**src/rtl/hsx_pkg.sv**
```systemverilog
// Shared definitions for the HSL/HSV to RGB colour converter:
// colour-model select, hue sector encoding and a saturating adder.
package hsx_pkg;

  localparam logic MODE_HSL = 1'b0;
  localparam logic MODE_HSV = 1'b1;

  localparam int STAGES = 4;

  // One sector per 60 degrees of hue, named by the primaries it spans
  typedef enum logic [2:0] {
    SEC_RY = 3'd0,
    SEC_YG = 3'd1,
    SEC_GC = 3'd2,
    SEC_CB = 3'd3,
    SEC_BM = 3'd4,
    SEC_MR = 3'd5
  } sector_e;

  // a + b clamped to 2^w-1; callers cast the result down to their width
  function automatic logic [31:0] sat_add(input logic [31:0] a,
                                          input logic [31:0] b,
                                          input int unsigned w);
    logic [32:0] sum;
    logic [32:0] lim;
    sum = {1'b0, a} + {1'b0, b};
    lim = (33'd1 << w) - 33'd1;
    return (sum > lim) ? lim[31:0] : sum[31:0];
  endfunction

endpackage

```
**src/rtl/ufp_mult_w.sv**
```systemverilog
// Unsigned fixed-point multiply p = (a*b) >> W, purely combinational.
// a carries one extra bit so that unity (2^W) itself can be an operand.
module ufp_mult_w #(
  parameter int W = 10
) (
  input  logic [W:0]   a,
  input  logic [W-1:0] b,
  output logic [W:0]   p
);

  logic [2*W:0] prod;

  assign prod = {{W{1'b0}}, a} * {{(W+1){1'b0}}, b};
  assign p    = prod[2*W:W];

endmodule

```
**src/rtl/hsx2rgb_pipe.sv**
```systemverilog
// Four-stage HSL/HSV to RGB converter with valid/ready handshake.
// The whole pipe freezes while the output is valid and not taken.
module hsx2rgb_pipe
  import hsx_pkg::*;
#(
  parameter int W          = 10,
  parameter int USER_W     = 2,
  parameter int SAT_THRESH = 16
) (
  input  logic              clock,
  input  logic              reset_n,
  input  logic              iValid,
  output logic              oReady,
  input  logic [W-1:0]      iHue,
  input  logic [W-1:0]      iSat,
  input  logic [W-1:0]      iLum,
  input  logic              iMode,
  input  logic [USER_W-1:0] iUser,
  output logic              oValid,
  input  logic              iReady,
  output logic [W-1:0]      oRed,
  output logic [W-1:0]      oGreen,
  output logic [W-1:0]      oBlue,
  output logic [USER_W-1:0] oUser
);

  localparam logic [W:0]   UNITY = {1'b1, {W{1'b0}}};
  localparam logic [W-1:0] THR   = W'(SAT_THRESH);

  typedef struct packed {
    sector_e           k;
    logic [W-1:0]      f;
    logic [W:0]        d;
    logic [W-1:0]      sat;
    logic [W-1:0]      lum;
    logic              mode;
    logic              achro;
    logic [USER_W-1:0] user;
  } s1_t;

  typedef struct packed {
    sector_e           k;
    logic [W-1:0]      f;
    logic [W:0]        c;
    logic [W-1:0]      lum;
    logic              mode;
    logic              achro;
    logic [USER_W-1:0] user;
  } s2_t;

  typedef struct packed {
    sector_e           k;
    logic [W:0]        c;
    logic [W:0]        rise;
    logic [W:0]        fall;
    logic [W:0]        m;
    logic [W-1:0]      lum;
    logic              achro;
    logic [USER_W-1:0] user;
  } s3_t;

  typedef struct packed {
    logic [W-1:0]      r;
    logic [W-1:0]      g;
    logic [W-1:0]      b;
    logic [USER_W-1:0] user;
  } s4_t;

  s1_t s1_q, s1_n;
  s2_t s2_q, s2_n;
  s3_t s3_q, s3_n;
  s4_t s4_q, s4_n;

  logic [STAGES:1] vld_pipe;
  logic            stall;

  assign stall  = oValid & ~iReady;
  assign oReady = ~stall;
  assign oValid = vld_pipe[STAGES];

  // Stage 1: hue sector/fraction and lightness distance from mid-grey
  logic [W+2:0] h6;
  logic [W:0]   lum2;

  assign h6   = ({3'b000, iHue} << 2) + ({3'b000, iHue} << 1);
  assign lum2 = {iLum, 1'b0};

  always_comb begin
    s1_n       = '0;
    s1_n.k     = sector_e'(h6[W+2:W]);
    s1_n.f     = h6[W-1:0];
    s1_n.d     = (lum2 >= UNITY) ? (lum2 - UNITY) : (UNITY - lum2);
    s1_n.sat   = iSat;
    s1_n.lum   = iLum;
    s1_n.mode  = iMode;
    s1_n.achro = (iSat < THR);
    s1_n.user  = iUser;
  end

  // Stage 2: chroma
  logic [W:0] mul2_a, mul2_p;

  assign mul2_a = (s1_q.mode == MODE_HSL) ? (UNITY - s1_q.d) : {1'b0, s1_q.lum};

  ufp_mult_w #(.W(W)) u_mul_chroma (
    .a (mul2_a),
    .b (s1_q.sat),
    .p (mul2_p)
  );

  always_comb begin
    s2_n       = '0;
    s2_n.k     = s1_q.k;
    s2_n.f     = s1_q.f;
    s2_n.c     = mul2_p;
    s2_n.lum   = s1_q.lum;
    s2_n.mode  = s1_q.mode;
    s2_n.achro = s1_q.achro;
    s2_n.user  = s1_q.user;
  end

  // Stage 3: rising/falling ramps within the sector, and the grey offset m
  logic [W:0] rise3;

  ufp_mult_w #(.W(W)) u_mul_ramp (
    .a (s2_q.c),
    .b (s2_q.f),
    .p (rise3)
  );

  always_comb begin
    s3_n       = '0;
    s3_n.k     = s2_q.k;
    s3_n.c     = s2_q.c;
    s3_n.rise  = rise3;
    s3_n.fall  = s2_q.c - rise3;
    s3_n.m     = (s2_q.mode == MODE_HSL) ? ({1'b0, s2_q.lum} - (s2_q.c >> 1))
                                         : ({1'b0, s2_q.lum} - s2_q.c);
    s3_n.lum   = s2_q.lum;
    s3_n.achro = s2_q.achro;
    s3_n.user  = s2_q.user;
  end

  // Stage 4: sector select and saturating offset add
  logic [W:0] tr, tg, tb;

  always_comb begin
    tr = '0;
    tg = '0;
    tb = '0;
    unique case (s3_q.k)
      SEC_RY: begin tr = s3_q.c;    tg = s3_q.rise; end
      SEC_YG: begin tr = s3_q.fall; tg = s3_q.c;    end
      SEC_GC: begin tg = s3_q.c;    tb = s3_q.rise; end
      SEC_CB: begin tg = s3_q.fall; tb = s3_q.c;    end
      SEC_BM: begin tr = s3_q.rise; tb = s3_q.c;    end
      SEC_MR: begin tr = s3_q.c;    tb = s3_q.fall; end
      default: ;
    endcase
  end

  always_comb begin
    s4_n      = '0;
    s4_n.user = s3_q.user;
    if (s3_q.achro) begin
      s4_n.r = s3_q.lum;
      s4_n.g = s3_q.lum;
      s4_n.b = s3_q.lum;
    end else begin
      s4_n.r = W'(sat_add(32'(s3_q.m), 32'(tr), W));
      s4_n.g = W'(sat_add(32'(s3_q.m), 32'(tg), W));
      s4_n.b = W'(sat_add(32'(s3_q.m), 32'(tb), W));
    end
  end

  always_ff @(posedge clock or negedge reset_n) begin
    if (!reset_n) begin
      vld_pipe <= '0;
      s1_q     <= '0;
      s2_q     <= '0;
      s3_q     <= '0;
      s4_q     <= '0;
    end else if (!stall) begin
      vld_pipe <= {vld_pipe[STAGES-1:1], iValid};
      s1_q     <= s1_n;
      s2_q     <= s2_n;
      s3_q     <= s3_n;
      s4_q     <= s4_n;
    end
  end

  assign oRed   = s4_q.r;
  assign oGreen = s4_q.g;
  assign oBlue  = s4_q.b;
  assign oUser  = s4_q.user;

endmodule

```
**config.mk**
```make
export PLATFORM = sky130hd
export DESIGN_NAME = hsx2rgb_pipe
export DESIGN_NICKNAME = d
export VERILOG_FILES = /design/src/rtl/hsx_pkg.sv /design/src/rtl/ufp_mult_w.sv /design/src/rtl/hsx2rgb_pipe.sv
export SDC_FILE = /design/constraint.sdc
export NUM_CORES = 1
export LEC_CHECK = 0
export ABC_AREA = 1
export CORE_MARGIN = 4
export CORE_UTILIZATION = 40
export CTS_CLUSTER_DIAMETER = 50
export DETAILED_ROUTE_END_ITERATION = 8
export PLACE_DENSITY = 0.57
export SETUP_SLACK_MARGIN = 0.3
export SLEW_MARGIN = 15
export SYNTH_ARGS = -nofsm -noshare
export SYNTH_HDL_FRONTEND = slang
export SYNTH_SLANG_ARGS = --single-unit
export TNS_END_PERCENT = 20
```
**constraint.sdc**
```tcl
create_clock -name clock -period 7.6 [get_ports clock]
set_clock_uncertainty 0.1 [all_clocks]
set_input_delay 0.76 -clock clock [delete_from_list [all_inputs] [get_ports clock]]
set_output_delay 0.76 -clock clock [all_outputs]
set_load 0.01 [all_outputs]
```
* Word level (Yosys, flattened, before mapping)
Index checks and enable logic that the tools add are counted.
Storage, ports and cells: flip-flop bits (word level) 182, input port bits 37, output and inout port bits 34
Operators by class: add/sub/neg operators 10, $mul 2, magnitude comparators 5, equal/unequal tests 5, multiplexer cells 10, bitwise operators 3, reductions and logical operators 4
Operators with widths (count):
- one-hot mux 11 bit (3 select lines) | 3
- multiplier 11 x 10 -> 21 bit | 2
- adder 11 x 11 -> 12 bit | 3
- > comparator 12 x 10 -> 1 bit, second input constant | 3
- two-way mux 11 bit | 3
- two-way mux 10 bit | 3
- two-way mux 30 bit | 1
- subtractor 11 bit, first input constant | 2
- adder 12 x 11 -> 13 bit | 1
- >= comparator 11 bit, second input constant | 1
- subtractor 10 x 10 -> 11 bit | 1
- subtractor 10 x 11 -> 11 bit | 1
- subtractor 11 bit | 1
- subtractor 11 bit, second input constant | 1
- < comparator 10 x 5 -> 1 bit, second input constant | 1
- equality test 3 x 2 -> 1 bit, second input constant | 2
- equality test 3 bit, second input constant | 2
- OR reduction 2 bit | 3
- equality test 3 x 1 -> 1 bit, second input constant | 1
- logical NOT 3 bit | 1
- inverter 1 bit | 2
- AND 1 bit | 1

* Logic depth before layout (Yosys ltp)
Gate-level depths: netlist of the first run.
word-level depth 7, gate-level depth with buffers 36, mapped depth without buffers 36

* Hierarchy
A second synthesis of the first run with hierarchy kept.
Second synthesis, totals: cell total of the unflattened synthesis 2619, area, all modules 18924.4 um^2
By module, submodules not included:
- hsx2rgb_pipe | times used 1, cells each 1514, area each 11229.5 um^2
- ufp_mult_w (u_mul_chroma) | times used 1, cells each 552, area each 3848.7 um^2
- ufp_mult_w (u_mul_ramp) | times used 1, cells each 553, area each 3846.2 um^2

* Worst setup path before layout of the first run
No wires, ideal clock.
path type register -> register, start point register s1_q[4] in the netlist's numbering, end point register s2_q[22] in the netlist's numbering, arrival 5.642 ns, data required time 7.373 ns, path slack 1.731 ns, cell stages (with the launch flop) 36, buffers on the path 0, clock period less this slack 5.869 ns, cells stage by stage dfrtp_1 > inv_1 > ha_1 > nand2_1 > nor2_1 > inv_1 > nor2_1 > inv_1 > o21ai_0 > nand2_1 > nand2_1 > o21ai_0 > inv_1 > nand2_1 > fa_1 > inv_1 > fa_1 > inv_1 > fa_1 > inv_1 > fa_1 > inv_1 > fa_1 > inv_1 > ha_1 > nand2_1 > nor2_1 > nand4_1 > o21ai_2 > nand4_1 > nand2_1 > nand2_1 > nand2_1 > nand2_1 > nand3_1 > o21ai_0
Between the ends: cells in the longest elaborated chain, start to end 2
RTL lines:
- from (decl) | RTL line hsx2rgb_pipe.sv:69 | s1_t s1_q, s1_n;
- from (signal assigned) | RTL line hsx2rgb_pipe.sv:185 | s1_q <= s1_n;
- two-way mux 11 bit | RTL line hsx2rgb_pipe.sv:103 | assign mul2_a = (s1_q.mode == MODE_HSL) ? (UNITY - s1_q.d) : {1'b0, s1_q.lum};
- multiplier 11 x 10 -> 21 bit | RTL line ufp_mult_w.sv:13 | assign prod = {{W{1'b0}}, a} * {{(W+1){1'b0}}, b};
- to (signal assigned) | RTL line hsx2rgb_pipe.sv:186 | s2_q <= s2_n;
- to (decl) | RTL line hsx2rgb_pipe.sv:70 | s2_t s2_q, s2_n;
No other way between the ends. A chain may end at the register's enable or synchronous reset.

* Worst setup path after layout of the first run
Ends and elaborated chain as after synthesis.

==> results of run 1 <==
-- worst max-delay path, delay by kind of cell (launching register included) --
kind                       cells  cell delay (ns)
AOI/OAI and AO/OA              4             0.69
adders and majority gates      7             3.07
buffers and inverters          9             0.77
DFF                            1             0.42
and+or+nand+nor               15             1.30
-- metal layers --
layer	global-route usage	vias to the layer above	part of all wire	routed length, um
li1	-	6982	-	-
met1	0.2627	6775	0.47	21020
met2	0.3376	225	0.48	21380
met3	0.03245	54	0.029	1305
met4	0.04063	0	0.014	643
met5	0	-	0	0
-- how the worst min path moves through the flow --
stage	from	to	cells after the start	slack (ns)
after global routing	reset_n	s3_q[37]$_DFFE_PN0N_	1	0.37
after detailed placement	s1_q[43]$_DFFE_PN0N_	s2_q[33]$_DFFE_PN0N_	2	0.35
after CTS	reset_n	s3_q[37]$_DFFE_PN0N_	1	0.33
after floorplan	vld_pipe[3]$_DFFE_PN0N_	vld_pipe[4]$_DFFE_PN0N_	1	0.34
after global placement	vld_pipe[3]$_DFFE_PN0N_	vld_pipe[4]$_DFFE_PN0N_	1	0.35
final	reset_n	s3_q[27]$_DFFE_PN0N_	1	0.31
-- final cells by class --
| class | instances | area, um^2 | share of cell area |
|---|---|---|---|
| multi-input combinational | 1556 | 10860 | 0.5785 |
| sequential | 178 | 4454 | 0.2374 |
| inverter | 375 | 1410 | 0.07514 |
| timing repair buffer | 80 | 779.5 | 0.04154 |
| tap | 539 | 674.4 | 0.03594 |
| clock buffer | 19 | 442.9 | 0.02360 |
| clock inverter | 12 | 147.6 | 0.007868 |
-- state kept, by name, indices dropped and copies added, names as in the netlist --
| register | cells |
|---|---|
| oRed | 10 |
| s3_q | 60 |
| s1_q | 45 |
| vld_pipe | 4 |
| oGreen | 10 |
| oUser | 2 |
| oBlue | 10 |
| s2_q | 37 |
-- kinds of logic (layout without fill, tap and decap cells) --
group | Yosys count | after routing | synth area share
adder cells (fa/ha/maj) | 303 | 303 | 0.2836
AO/OA/AOI/OAI | 370 | 370 | 0.1256
XOR/XNOR | 59 | 59 | 0.03161
AND/OR/NAND/NOR | 824 | 824 | 0.1966
buffers and inverters | 454 | 486 | 0.1009
flip-flops | 178 | 178 | 0.2617
-- stage by stage --
step | area, um^2 | setup slack [ns]
detailed placement | 18170 | 1.068
finish | 18770 | 1.052
CTS | 18770 | 1.037
global placement | 18170 | 1.196
floorplan | 17020 | 1.731
global route | 18770 | 0.3891
-- cell usage in the layout (no fill, tap or decap), types with 5 or more instances in the layout --
cell type,synthesis,layout
a31oi_1,9,9
o21ai_0,153,153
o21ai_1,11,11
nand2_1,570,570
dfrtp_1,178,178
inv_1,370,370
o31ai_1,8,8
xnor2_1,28,28
nor2_1,141,140
o21bai_1,10,10
ha_1,165,165
a21oi_1,113,113
nand3_1,52,52
buf_4,0,10
o221ai_1,33,33
xor2_1,29,29
nor3_1,14,14
clkdlybuf4s50_1,0,69
clkbuf_16,0,17
nand4_1,14,14
fa_1,138,138
nand2_2,7,7
a21o_1,5,5
==> flow_summary.yaml, run 1 <==
drt:
  wire_per_inst_um: 16.08
  avgViaCountPerCell: 5.087
  drtAntennaViolNets: 0
  drcViolationCount: 0
  wl_um: 44350
  vias: 14040
  drt_iter0_markers: 785
  dr.pass1.iters: 6
setup_path:
  critPathLaunch: "s1_q[4]$_DFFE_PN0N_"
  path_max_fanout: 6
  reg2reg_from: "s1_q[4]$_DFFE_PN0N_"
  cp.required_ns: 7.81
  ff2ff_setup_slack_ns: 1.05
  endpoint_kind: "register"
  worstSetupPathType: "reg2reg"
  cp-endpoint: "s2_q[22]$_DFFE_PN0N_"
  reg2regPathDepth: 35
  max_stage_delay_ns: 0.54
  crit_path_top_delay_cell: "fa_1"
  reg2reg_to: "s2_q[22]$_DFFE_PN0N_"
  critPathArrivalTime_ns: 6.76
  startpoint_type: "register"
yosys:
  synth-async-reset-ratio: 1.000
  synthTopCellsByArea: "dfrtp_1 (26%), fa_1 (16%), nand2_1 (13%), ha_1 (12%), inv_1 (8.2%)"
  synth_common_cells: "nand2_1 (570), inv_1 (370), dfrtp_1 (178)"
  synth_edf_count: 0
  synth_warnings: 0
  seq_area_frac_synth: 0.2617
  yosys.area.top_type_share: 0.2617
  synth.distinct_cells: 54
  synthCells: 2188
  netlist_area_mm2: 0.01702
  synth_most_common_cell: "nand2_1"
  ys_ff_latch: 178
  synth_top_cell_by_area: "dfrtp_1"
  avgSynthCellArea_um2: 7.779
  synthFlopType: "dfrtp_1"
  syn_nets: 2528
clocking:
  cts_resized: 0
  worstSkewPairLatency_ns: 0.48
  cts-hold-fix-buffers: 0
  cts_setup_buffers: 0
  cts-root-buf: "clkbuf_16"
  cts_tree: "built"
  clk_path_buf_depth: 2
  cts.sinks: 178
  cts_made_buffers: 17
  htreeDepth: 4
  clkTransAtPathRegs_ns: 0.07
grt:
  grt_max_degree: 108
  grt_usage: 0.1962
  grt-ovfl-total: 0
  antenna_found_initial: 0
  grt_pass1_wl_um: 73550
  grt_pass1_vias: 14230
floorplan:
  die_w_um: 214.3
  die_area_mm2: 0.04592
  fp.dieH_um: 214.3
  io_pins: 71
  start_util: 0.4049
  coreArea_mm2: 0.04204
  rows: 75
layout:
  layout.nets: 2548
  syn_to_final_growth_pct: 10.25
  stdcell_count: 2759
  num_antenna_cells: 0
  final_util: 0.4464
  fillers: 4265
  layout-drive-gt1-share: 0.03604
flow_run:
  drv_cap: 0
sta:
  period_needed_ns: 6.548
  min_period_over_period: 0.8615
  drv_slew: 0
  whs_ns: 0.3142
  timing.slew.headroom: 0.2662
  rsz0062_at_grt: "no"
  worstMarginPinSlew_ns: 1.101
  setup_viol: 0
  fmax_ghz: 0.1527
  hold_viol_final: 0
  tns_ns: 0
place:
  dpl.cell_count: 2728
  hpwl_um: 34870
  port_buffers: 70
  gp_congestion: 0.8746
outcome:
  status: "finished, final reports clean"
worst_hold_path:
  holdCritPathClass: "in2async"
Power of run 1 is not shown: default switching activity piles up to over one toggle a cycle in this logic, so the estimate is an artifact.
==> inputs of run 2 (changes only) <==
--- a/config.mk
+++ b/config.mk
@@ -7,10 +7,11 @@
 export LEC_CHECK = 0
 export ABC_AREA = 1
 export CORE_MARGIN = 4
-export CORE_UTILIZATION = 40
+export CORE_UTILIZATION = 60
 export CTS_CLUSTER_DIAMETER = 50
 export DETAILED_ROUTE_END_ITERATION = 8
-export PLACE_DENSITY = 0.57
+export PLACE_DENSITY = 0.8
+export RECOVER_POWER = 50
 export SETUP_SLACK_MARGIN = 0.3
 export SLEW_MARGIN = 15
 export SYNTH_ARGS = -nofsm -noshare
==> flow_summary.yaml, run 2 (synthesized netlist as in run 1, its figures left out) <==
floorplan:
  coreArea_mm2: 0.02786
  die_w_um: 176.4
  start_util: 0.6110
  fp.dieH_um: 176.4
  io_pins: 71
  die_area_mm2: 0.03113
  rows: 61
grt:
  grt_pass1_vias: 14460
  antenna_found_initial: 0
  grt-ovfl-total: 0
  grt_pass1_wl_um: 70060
  grt_usage: 0.2764
  grt_max_degree: 111
place:
  port_buffers: 70
  preCtsSetupSlack_ns: 1.027
  hpwl_um: 31870
  gp_congestion: 0.9490
layout:
  largest_register_ffs: 60
  layout-drive-gt1-share: 0.03338
  layout_common_cells: "nand2_1 (570), inv_1 (370), dfrtp_1 (178), ha_1 (165), o21ai_0 (153)"
  syn_to_final_growth_pct: 8.975
  num_antenna_cells: 0
  top_regs: "s3_q x60, s1_q x45, s2_q x37"
  final_util: 0.6658
  fillers: 2351
  layout_commonest_cell: "nand2_1"
  layout.nets: 2544
  regMostFlops: "s3_q"
drt:
  wire_per_inst_um: 15.97
  drcViolationCount: 0
  drtAntennaViolNets: 0
  drt_iter0_markers: 1238
  wl_um: 41460
  dr.pass1.iters: 5
  vias: 14410
  avgViaCountPerCell: 5.552
sta:
  fmax_ghz: 0.1483
  min_period_over_period: 0.8875
  setup_ws_ns: 0.8553
  rsz0062_at_grt: "no"
  timing.slew.headroom: -1.357
  tns_ns: 0
  hold_viol_final: 0
  worstMarginPinSlew_ns: 3.536
  period_needed_ns: 6.745
  setup_viol: 0
  drv_slew: 268
setup_path:
  max_stage_delay_ns: 0.55
  worstSetupPathType: "reg2reg"
  crit_path_top_delay_cell: "fa_1"
  startpoint_type: "register"
  reg2reg_from: "s1_q[4]$_DFFE_PN0N_"
  critPathArrivalTime_ns: 6.92
  reg2reg_to: "s2_q[22]$_DFFE_PN0N_"
  path_max_fanout: 6
  worst_path_dominant_cell_family: "adder cells"
  path_depth: 35
  crit_buf_inv: 9
  reg2regPathDepth: 35
  ff2ff_setup_slack_ns: 0.86
  cp.required_ns: 7.78
  endpoint_kind: "register"
clocking:
  cts_setup_buffers: 0
  cts_made_buffers: 17
  worstSkewPairLatency_ns: 0.44
  clk_path_buf_depth: 2
  cts-root-buf: "clkbuf_16"
  cts_resized: 0
  cts_tree: "built"
  cts.sinks: 178
  clkTransAtPathRegs_ns: 0.08
  cts-hold-fix-buffers: 0
  htreeDepth: 4
worst_hold_path:
  hold_path.startpoint: "s1_q[47]$_DFFE_PN0N_"
  holdCritPathClass: "reg2reg"
  hold_depth: 2
  whs_endpoint: "s2_q[37]$_DFFE_PN0N_"
flow_run:
  drv_cap: 4
outcome:
  violations: "capacitance limit, slew limit"
  status: "complete, but fails checks"
## run 2: metal layers
metal	vias up	global-route usage	part of all wire
li1	6978	-	-
met1	6868	0.3806	0.43
met2	467	0.4557	0.48
met3	95	0.03276	0.052
met4	0	0.1009	0.034
met5	-	0	0
## run 2: worst max-delay path by stage
stage / from / end / slack [ns]
after floorplan: s1_q[4]$_DFFE_PN0N_ / s2_q[22]$_DFFE_PN0N_ / 1.73
after global placement: s1_q[4]$_DFFE_PN0N_ / s2_q[22]$_DFFE_PN0N_ / 1.26
after detailed placement: s1_q[4]$_DFFE_PN0N_ / s2_q[22]$_DFFE_PN0N_ / 1.03
after CTS: s1_q[4]$_DFFE_PN0N_ / s2_q[22]$_DFFE_PN0N_ / 0.94
after global routing: s1_q[4]$_DFFE_PN0N_ / s2_q[22]$_DFFE_PN0N_ / 0.43
final: s1_q[4]$_DFFE_PN0N_ / s2_q[22]$_DFFE_PN0N_ / 0.86
## run 2: final cells by class
| cell class | count | area [um^2] | area share |
|---|---|---|---|
| tap | 378 | 473.0 | 0.02550 |
| inverter | 375 | 1410 | 0.07602 |
| clock inverter | 14 | 196.4 | 0.01059 |
| timing repair buffer | 76 | 729.5 | 0.03933 |
| sequential | 178 | 4454 | 0.2401 |
| clock buffer | 18 | 429.2 | 0.02314 |
| multi-input combinational | 1556 | 10860 | 0.5853 |
## run 2: worst register-to-register path, delay by kind of cell (launching register included)
family	cells	cell delay [ns]
compound gates	4	0.80
fa+ha+maj	7	3.11
buf+inv	9	0.77
flops	1	0.42
simple gates	15	1.42
## run 2: metrics by stage
stage | instance area, um^2 | instances | hold slack, ns
floorplan | 17020 | 2188 | 0.3400
global placement | 17940 | 2563 | 0.3490
detailed placement | 17940 | 2563 | 0.3513
CTS | 18570 | 2595 | 0.2257
global route | 18550 | 2595 | 0.3915
finish | 18550 | 2595 | 0.3695
Power of run 2 is left out for the same reason.
